[config.mk]
export PLATFORM = sky130hd
export DESIGN_NAME = johnson_phase_monitor_flat
export DESIGN_NICKNAME = d
export VERILOG_FILES = /design/src/rtl/johnson_pkg.sv /design/src/rtl/johnson_phase_monitor_if.sv /design/src/rtl/johnson_code_decoder.sv /design/src/rtl/johnson_phase_monitor.sv /design/src/flat_wrapper.sv
export SDC_FILE = /design/constraint.sdc
export NUM_CORES = 1
export LEC_CHECK = 0
export BUFFER_PORTS_ARGS = -buffer_cell sky130_fd_sc_hd__buf_4
export CAP_MARGIN = 25
export CELL_PAD_IN_SITES_DETAIL_PLACEMENT = 1
export CELL_PAD_IN_SITES_GLOBAL_PLACEMENT = 2
export CORE_AREA = 4 4 74 76
export DETAILED_ROUTE_END_ITERATION = 6
export DIE_AREA = 0 0 78 80
export GPL_ROUTABILITY_DRIVEN = 0
export PLACE_DENSITY = 0.89
export SKIP_LAST_GASP = 1
export SYNTH_ARGS = -nofsm -noshare
export SYNTH_HDL_FRONTEND = slang
export SYNTH_SLANG_ARGS = --single-unit
[constraint.sdc]
create_clock -name clk -period 4.75 [get_ports clk]
set_clock_uncertainty 0.05 [all_clocks]
set_input_delay 0.95 -clock clk [delete_from_list [all_inputs] [get_ports clk]]
set_output_delay 0.95 -clock clk [all_outputs]
set_load 0.01 [all_outputs]
[src/rtl/johnson_pkg.sv]
// Shared types and helpers for the Johnson counter phase monitor.
package johnson_pkg;

  localparam int WIDTH  = 4;
  localparam int PHASES = 2 * WIDTH;

  typedef enum logic [1:0] {
    IDLE,
    ACQ,
    LOCKED
  } state_t;

  // Next phase in a ring of 'phases' legal codes.
  function automatic int johnson_succ(input int idx, input int phases = PHASES);
    return (idx >= phases - 1) ? 0 : idx + 1;
  endfunction

endpackage

[src/rtl/johnson_phase_monitor_if.sv]
// Bundle between the Johnson counter side and the phase monitor.
interface johnson_phase_monitor_if #(
  parameter int WIDTH = 4,
  parameter int REV_W = 8,
  parameter int ERR_W = 4
);
  localparam int PHASES = 2 * WIDTH;
  localparam int IDX_W  = $clog2(PHASES);

  logic [WIDTH-1:0]  code_in;
  logic              code_valid;
  logic [IDX_W-1:0]  phase_idx;
  logic [PHASES-1:0] phase_onehot;
  logic              locked;
  logic              illegal;
  logic              step_err;
  logic              rev_pulse;
  logic [REV_W-1:0]  rev_count;
  logic [ERR_W-1:0]  err_count;

  modport master (
    output code_in, code_valid,
    input  phase_idx, phase_onehot, locked, illegal, step_err,
    input  rev_pulse, rev_count, err_count
  );

  modport slave (
    input  code_in, code_valid,
    output phase_idx, phase_onehot, locked, illegal, step_err,
    output rev_pulse, rev_count, err_count
  );

endinterface

[src/rtl/johnson_code_decoder.sv]
// Combinational decoder: matches a code against every legal Johnson pattern.
module johnson_code_decoder
  import johnson_pkg::*;
#(
  parameter int WIDTH = johnson_pkg::WIDTH,
  parameter int IDX_W = $clog2(2 * WIDTH)
) (
  input  logic [WIDTH-1:0] i_code,
  output logic             o_legal,
  output logic [IDX_W-1:0] o_idx
);

  // Phases 0..WIDTH fill ones from the top; later phases fill zeros from the top.
  function automatic logic [WIDTH-1:0] phaseCode(input int k);
    logic [WIDTH-1:0] c;
    for (int b = 0; b < WIDTH; b++) begin
      if (k <= WIDTH) c[b] = (b >= WIDTH - k);
      else            c[b] = !(b >= WIDTH - (k - WIDTH));
    end
    return c;
  endfunction

  always_comb begin
    o_legal = 1'b0;
    o_idx   = '0;
    for (int k = 0; k < 2 * WIDTH; k++) begin
      if (i_code == phaseCode(k)) begin
        o_legal = 1'b1;
        o_idx   = IDX_W'(k);
      end
    end
  end

endmodule

[src/rtl/johnson_phase_monitor.sv]
// Tracks a Johnson counter: decodes phase, checks succession, counts revolutions and errors.
module johnson_phase_monitor
  import johnson_pkg::*;
#(
  parameter int WIDTH = johnson_pkg::WIDTH,
  parameter int REV_W = 8,
  parameter int ERR_W = 4
) (
  input logic clk,
  input logic reset,
  johnson_phase_monitor_if.slave bus
);

  localparam int PHASES_L = 2 * WIDTH;
  localparam int IDX_W    = $clog2(PHASES_L);

  state_t              r_state;
  logic [IDX_W-1:0]    r_idx;
  logic [PHASES_L-1:0] r_onehot;
  logic                r_locked;
  logic                r_illegal;
  logic                r_stepErr;
  logic                r_revPulse;
  logic [REV_W-1:0]    r_revCount;
  logic [ERR_W-1:0]    r_errCount;

  logic                w_legal;
  logic [IDX_W-1:0]    w_idx;
  logic [IDX_W-1:0]    w_succ;
  logic                w_isSucc;
  logic                w_wrap;
  logic                w_errFull;
  logic [PHASES_L-1:0] w_onehot;

  johnson_code_decoder #(
    .WIDTH (WIDTH),
    .IDX_W (IDX_W)
  ) u_decoder (
    .i_code  (bus.code_in),
    .o_legal (w_legal),
    .o_idx   (w_idx)
  );

  assign w_succ    = IDX_W'(johnson_succ(int'(r_idx), PHASES_L));
  assign w_isSucc  = (w_idx == w_succ);
  assign w_wrap    = (r_idx == IDX_W'(PHASES_L - 1));
  assign w_errFull = &r_errCount;

  always_comb begin
    w_onehot        = '0;
    w_onehot[w_idx] = 1'b1;
  end

  // An illegal code always drops back to IDLE regardless of the current state.
  always_ff @(posedge clk) begin
    if (reset) begin
      r_state    <= IDLE;
      r_idx      <= '0;
      r_onehot   <= '0;
      r_locked   <= 1'b0;
      r_illegal  <= 1'b0;
      r_stepErr  <= 1'b0;
      r_revPulse <= 1'b0;
      r_revCount <= '0;
      r_errCount <= '0;
    end else begin
      r_illegal  <= 1'b0;
      r_stepErr  <= 1'b0;
      r_revPulse <= 1'b0;
      if (bus.code_valid) begin
        if (!w_legal) begin
          r_state   <= IDLE;
          r_locked  <= 1'b0;
          r_onehot  <= '0;
          r_illegal <= 1'b1;
          if (!w_errFull) r_errCount <= r_errCount + ERR_W'(1);
        end else begin
          case (r_state)
            IDLE: begin
              r_state <= ACQ;
              r_idx   <= w_idx;
            end
            ACQ: begin
              r_idx <= w_idx;
              if (w_isSucc) begin
                r_state  <= LOCKED;
                r_locked <= 1'b1;
                r_onehot <= w_onehot;
              end
            end
            LOCKED: begin
              r_idx <= w_idx;
              if (w_isSucc) begin
                r_onehot <= w_onehot;
                if (w_wrap) begin
                  r_revPulse <= 1'b1;
                  r_revCount <= r_revCount + REV_W'(1);
                end
              end else begin
                r_state   <= ACQ;
                r_locked  <= 1'b0;
                r_onehot  <= '0;
                r_stepErr <= 1'b1;
                if (!w_errFull) r_errCount <= r_errCount + ERR_W'(1);
              end
            end
            default: r_state <= IDLE;
          endcase
        end
      end
    end
  end

  assign bus.phase_idx    = r_idx;
  assign bus.phase_onehot = r_onehot;
  assign bus.locked       = r_locked;
  assign bus.illegal      = r_illegal;
  assign bus.step_err     = r_stepErr;
  assign bus.rev_pulse    = r_revPulse;
  assign bus.rev_count    = r_revCount;
  assign bus.err_count    = r_errCount;

endmodule

[src/flat_wrapper.sv]
// flat-port wrapper written by rule: the top's interface ports become plain ports
module johnson_phase_monitor_flat import johnson_pkg::*;
#(
  parameter int WIDTH = johnson_pkg::WIDTH,
  parameter int REV_W = 8,
  parameter int ERR_W = 4
)
  (clk, reset, bus_code_in, bus_code_valid, bus_phase_idx, bus_phase_onehot, bus_locked, bus_illegal, bus_step_err, bus_rev_pulse, bus_rev_count, bus_err_count);
  johnson_phase_monitor_if #(.WIDTH(WIDTH), .REV_W(REV_W), .ERR_W(ERR_W)) bus_i ();
  input logic clk;
  input logic reset;
  input wire logic [$bits(bus_i.code_in)-1:0] bus_code_in;
  input wire logic [$bits(bus_i.code_valid)-1:0] bus_code_valid;
  output wire logic [$bits(bus_i.phase_idx)-1:0] bus_phase_idx;
  output wire logic [$bits(bus_i.phase_onehot)-1:0] bus_phase_onehot;
  output wire logic [$bits(bus_i.locked)-1:0] bus_locked;
  output wire logic [$bits(bus_i.illegal)-1:0] bus_illegal;
  output wire logic [$bits(bus_i.step_err)-1:0] bus_step_err;
  output wire logic [$bits(bus_i.rev_pulse)-1:0] bus_rev_pulse;
  output wire logic [$bits(bus_i.rev_count)-1:0] bus_rev_count;
  output wire logic [$bits(bus_i.err_count)-1:0] bus_err_count;
  assign bus_i.code_in = bus_code_in;
  assign bus_i.code_valid = bus_code_valid;
  assign bus_phase_idx = bus_i.phase_idx;
  assign bus_phase_onehot = bus_i.phase_onehot;
  assign bus_locked = bus_i.locked;
  assign bus_illegal = bus_i.illegal;
  assign bus_step_err = bus_i.step_err;
  assign bus_rev_pulse = bus_i.rev_pulse;
  assign bus_rev_count = bus_i.rev_count;
  assign bus_err_count = bus_i.err_count;
  johnson_phase_monitor #(.WIDTH(WIDTH), .REV_W(REV_W), .ERR_W(ERR_W)) u_core (.clk(clk), .reset(reset), .bus(bus_i));
endmodule
## Word-level counts from Yosys, hierarchy flattened

Cells that the tools add are included.

| word-level totals | value |
|---|---|
| bits of input ports | 7 |
| RAM bits | 0 |
| memories | 0 |
| bits in latches | 0 |
| output and inout bits | 27 |
| memory bits (read-only) | 0 |
| register bits after elaboration | 29 |
| logic and storage cells | 86 |

| cells by class | value |
|---|---|
| equal/unequal tests | 16 |
| $mul | 0 |
| bitwise logic cells | 4 |
| $lt $le $gt $ge | 3 |
| reductions and logical operators | 14 |
| divide/modulo/power cells | 0 |
| shifts and indexed selects | 0 |
| add/sub/neg operators | 3 |
| multiplexer cells | 37 |

Operators with widths:

| kind | number |
|---|---|
| 8-bit two-way mux | 3 |
| 3-bit two-way mux | 7 |
| 4-bit == test, second input constant | 4 |
| 1-bit two-way mux | 16 |
| 4-bit two-way mux | 4 |
| 8-bit case mux with 2 select lines | 1 |
| 3-bit AND reduction | 4 |
| 3-bit inequality test, second input constant | 3 |
| 8-bit by 1-bit adder with 8-bit output, second input constant | 1 |
| 4-bit AND reduction | 2 |
| 2-bit two-way mux | 3 |
| 2-bit case mux with 3 select lines | 1 |
| 5-bit AND reduction | 1 |
| 5-bit OR reduction | 1 |
| 4-bit by 1-bit adder with 4-bit output, second input constant | 1 |
| 4-bit by 1-bit == test with 1-bit output, second input constant | 1 |
| 4-bit by 2-bit == test with 1-bit output, second input constant | 1 |
| 4-bit by 3-bit == test with 1-bit output, second input constant | 1 |
| 4-bit logical NOT | 1 |
| 3-bit by 4-bit less-than comparator with 1-bit output, second input constant | 1 |
| 2-bit inequality test, second input constant | 2 |
| 1-bit NOT | 4 |
| 4-bit OR reduction | 1 |
| 3-bit by 1-bit adder with 3-bit output, second input constant | 1 |
| other kinds (12) | 12 |

## Logic depth before layout (Yosys ltp)

| logic depth | value |
|---|---|
| word-level depth | 15 |
| depth in mapped cells | 8 |
| mapped depth without buffers | 7 |

## Hierarchy

Synthesis repeated with hierarchy kept, for this count alone.

| unflattened totals | value |
|---|---|
| cells, all modules | 179 |
| area, all modules | 1,550.2 µm² |

Modules (own cells, without submodules):

| module | instances | area each (µm²) | seq. area each (µm²) | cells each |
|---|---|---|---|---|
| johnson_phase_monitor | 1 | 1,463.9 | 580.6 | 168 |
| johnson_code_decoder | 1 | 86.3 | 0.0 | 11 |

## Least setup slack after synthesis

Ideal clock, no wire load.

| path | value |
|---|---|
| kind | in2reg |
| start point | input bus_code_in[1] |
| end point | register u_core.r_revCount[7], in the netlist u_core.bus.rev_count[7] |
| library setup time | 0.123 ns |
| setup slack | 1.591 ns |
| data arrival time | 2.985 ns |
| stages | 8 |
| required time | 4.577 ns |
| buffers on the path | 2 |
| cells stage by stage | buf_6 or2_1 a21boi_4 a2111oi_4 or4b_4 buf_6 nor4_4 mux2_1 |

| on the way | value |
|---|---|
| cells in the longest elaborated chain, start to end | 10 |
| elaborated cells between the ends (all ways) | 25 |
| those cells by class | 8 x eq/ne; 15 x mux; 2 x reduce/logical |

RTL lines:

| what | RTL line | text |
|---|---|---|
| start, declared | flat_wrapper.sv:12 | `input wire logic [$bits(bus_i.code_in)-1:0] bus_code_in;` |
| 4-bit == test / 4-bit logical NOT (equally long branches) | johnson_code_decoder.sv:27 | `if (i_code == phaseCode(k)) begin` |
| 1-bit two-way mux | johnson_code_decoder.sv:27 |  |
| 3-bit two-way mux / 1-bit two-way mux (equally long branches) (6 in series) | johnson_code_decoder.sv:27 |  |
| 3-bit == test / 1-bit two-way mux (equally long branches) | johnson_phase_monitor.sv:45, johnson_code_decoder.sv:27 |  |
| 5-bit AND reduction (no line) * | - |  |
| end signal, assigned | johnson_phase_monitor.sv:97 | `r_revCount <= r_revCount + REV_W'(1);` |
| end, declared | johnson_phase_monitor.sv:24 | `logic [REV_W-1:0] r_revCount;` |

Every way passes the cells marked *; elsewhere a longest branch is shown, timed or not.
A chain may end at the register's enable or synchronous reset.

## Final worst setup path

Same ends and word-level chain as after synthesis.

==> impl_metrics.env <==
export IMPL_antennaDiodeCount=0
export IMPL_synth_seq_cells=29
export IMPL_grt_antenna_before_repair=0
export IMPL_wl_per_cell_um=13.63
export IMPL_slew_headroom_pct=35.37
export IMPL_switchingPower_mw=0.1423
export IMPL_r2r_start="u_core.bus.phase_idx[0]$_SDFFE_PP0P_"
export IMPL_synth_distinct_cells=50
export IMPL_hold_class="register to register"
export IMPL_grt_use_total_pct=13.69
export IMPL_p_comb_share_pct=13.2
export IMPL_syn_nets=193
export IMPL_netlist_top_cells_count="dfxtp_1 (29), nand2_1 (19), a21oi_1 (16), inv_1 (15), nor2_1 (11)"
export IMPL_overflow=0
export IMPL_crit_start="bus_code_in[1]"
export IMPL_dr_first_iter_drc_count=88
export IMPL_total_leakage_power_nw=0.7271
export IMPL_critPathLaunchType="input port"
export IMPL_vias=1442
export IMPL_postCtsSetupRepairBufs=0
export IMPL_dpl_worst_slack_ns=1.497
export IMPL_start_util_pct=32.66
export IMPL_yosysTopAreaCell="dfxtp_1"
export IMPL_finalCriticalPeriod_ns=2.984
export IMPL_die_w_um=78
export IMPL_final_core_util_pct=40.72
export IMPL_ys_flop_type="dfxtp_1"
export IMPL_first_global_vias=1461
export IMPL_syn2layout_area_growth_pct=24.65
export IMPL_postSynthAreaPerCell_um2=8.477
export IMPL_synthMuxAreaShare_pct=2.109
export IMPL_internal_power_mw=0.3750
export IMPL_crit_chain="buf_4 -> or2_1 -> a21oi_1 -> xor2_1 -> or4b_4 -> nor4_4 -> mux2_1"
export IMPL_placed_cell_area_um2=1841
export IMPL_grt_pass1_wl_um=6906
export IMPL_synth_fa_ha_area_share_pct=3.244
export IMPL_synth_top_family_by_area="simple AND/OR/NAND/NOR gates"
export IMPL_cts_buffers=5
export IMPL_final_nets=227
export IMPL_hpwlAfterDp_um=2843
export IMPL_io_buffers=33
export IMPL_critPathTopFamily="simple AND/OR/NAND/NOR gates"
export IMPL_p_clk_share_pct=37.8
export IMPL_fin_area_um2=1923
export IMPL_power_density_nw_per_um2=269.0
export IMPL_grt_max_degree=24
export IMPL_ios=34
export IMPL_wl_um=3872
export IMPL_power_frac_seq_pct=49.0
export IMPL_synth_yosys_warnings=0
export IMPL_crit_fanout=13
export IMPL_total_power_mw=0.5172
export IMPL_endpoint_kind="register"
export IMPL_cts_root_buf="clkbuf_8"
export IMPL_tightest_slew_ns=0.9606
export IMPL_syn_area_um2=1543
export IMPL_max_stage_delay_ns=0.65
export IMPL_min_period_over_period_pct=62.82
export IMPL_drt_pass1_iter_count=4
export IMPL_min_from="u_core.bus.phase_onehot[7]$_SDFFE_PP0P_"
export IMPL_cts_hold_buf=0
export IMPL_row_count=25
export IMPL_worstSetupPathType="input port to register"
export IMPL_ant_nets=0
export IMPL_slew_violations=0
export IMPL_synth_top_cell_area_share_pct=37.63
export IMPL_yosysSeqAreaShare_pct=37.63
export IMPL_drc=0
export IMPL_die_area_um2=6240
export IMPL_via_per_inst=5.077
export IMPL_cts_tree="yes"
export IMPL_cp_data_required_time_ns=4.87
export IMPL_final_hold_violation_count=0
export IMPL_yosysMostFrequentCell="dfxtp_1"
export IMPL_rsz0062_at_grt="no"
export IMPL_slowest_stage="or4b_4"
export IMPL_cts_resized=0
export IMPL_clockBufferDepth=2
export IMPL_worst_ep_arrival_time_ns=3.10
export IMPL_outcome="completed"
export IMPL_fin_ws_ns=1.766
export IMPL_syn_inst=182
export IMPL_fin_setup_tns_ns=0
export IMPL_clkSinkCount=29
export IMPL_fillerInstances=576
export IMPL_synth_area_leaders="dfxtp_1 (38%), a21oi_1 (5.2%), nand2_1 (4.6%)"
export IMPL_layout_drive_gt1_share_pct=22.12
export IMPL_p_sw_share_pct=27.50
export IMPL_insertion_delay_ns=0.27
export IMPL_synth_edf_count=0
export IMPL_rrSetupSlack_ns=2.05
export IMPL_max_freq_mhz=335.1
export IMPL_cp_num_buf_inv=1
export IMPL_synth_compound_area_share_pct=22.14
export IMPL_core_area_um2=4723
export IMPL_h_tree_depth=2
export IMPL_ir_drop_v=0.0001056
export IMPL_synth_simple_gate_area_share_pct=26.28
export IMPL_synth_xor_area_share_pct=2.271
export IMPL_die_h_um=80
export IMPL_final_setup_viol_count=0
export IMPL_maxCapViolations=0
export IMPL_path_clk_slew_ns=0.07
export IMPL_synthArstFlopShare_pct=0
==> tightest hold or removal path, cell delays in order (launching register included) <==
cell     delay, ns
dfxtp_1       0.31
inv_1         0.05
o32ai_1       0.05
==> worst paths after layout <==
check                                                               end  cells past startpoint
worst max-delay path               u_core.bus.rev_count[7]$_SDFFE_PP0P_                      7
worst max register to register     u_core.bus.rev_count[7]$_SDFFE_PP0P_                      7
worst min register to register  u_core.bus.phase_onehot[7]$_SDFFE_PP0P_                      2
worst min-delay path            u_core.bus.phase_onehot[7]$_SDFFE_PP0P_                      2
==> placed cells by master, fill, tap and decap left out, types with 2 or more instances in the layout <==
cell and count:
nand2_1 19, clkbuf_8 5, mux2_1 2, xnor2_1 2, nand3_1 8, nand3b_1 2
o22ai_1 7, nor3_1 2, inv_1 15, nand4_1 3, xor2_1 2, o21ai_0 4
buf_4 34, a21oi_1 16, o31ai_1 5, nor2_1 11, or3_1 2, nor2b_1 3
o21ai_1 2, a31oi_1 3, or4_1 5, clkinv_2 2, dfxtp_1 29, nor4_1 3
ha_1 4
==> per-stage QoR <==
stage,cells,hold slack [ns]
after floorplan,182,0.4281
after global placement,276,0.3994
after detailed placement,276,0.4090
after CTS,284,0.4195
after global routing,284,0.4467
final,284,0.4136
==> metal layers <==
layer	up-vias	global-route usage [%]	routed length [um]
li1	734	-	-
met3	6	4.176	148
met5	-	0	0
met1	680	17.34	1867
met2	22	22.00	1809
met4	0	4.720	46
==> cells by family after synthesis <==
| family | Yosys count |
|---|---|
| AND/OR/NAND/NOR | 71 |
| AO/OA/AOI/OAI | 49 |
| flip-flops | 29 |
| buffers and inverters | 22 |
| XOR/XNOR | 4 |
| adder cells (fa/ha/maj) | 4 |
| multiplexers | 3 |
==> area by class of cell <==
cell class | instances | area [um2] | area share (%)
clock buffers | 6 | 72.57 | 3.774
well taps | 67 | 83.83 | 4.359
clock inverters | 2 | 10.01 | 0.5205
flip-flops and latches | 29 | 580.6 | 30.19
multi-input cells | 131 | 864.6 | 44.96
repair buffers | 34 | 255.2 | 13.27
inverters | 15 | 56.30 | 2.928
==> power by group through the flow <==
stage	clock network, mW	logic, mW	registers, mW
2_1_floorplan	0	0.0421	0.260
3_3_place_gp	0	0.0671	0.259
3_5_place_dp	0	0.0677	0.259
4_1_cts	0.201	0.0687	0.254
5_1_grt	0.215	0.0758	0.255
6_report	0.195	0.0682	0.254
==> registers in the layout (all words and copies together) (netlist names) <==
register / count
u_core.r_state: 2
u_core.bus.err_count: 4
u_core.bus.locked: 1
u_core.bus.step_err: 1
u_core.bus.rev_count: 8
u_core.bus.illegal: 1
u_core.bus.phase_idx: 3
u_core.bus.rev_pulse: 1
u_core.bus.phase_onehot: 8
Power figures use the tool's default switching activity.
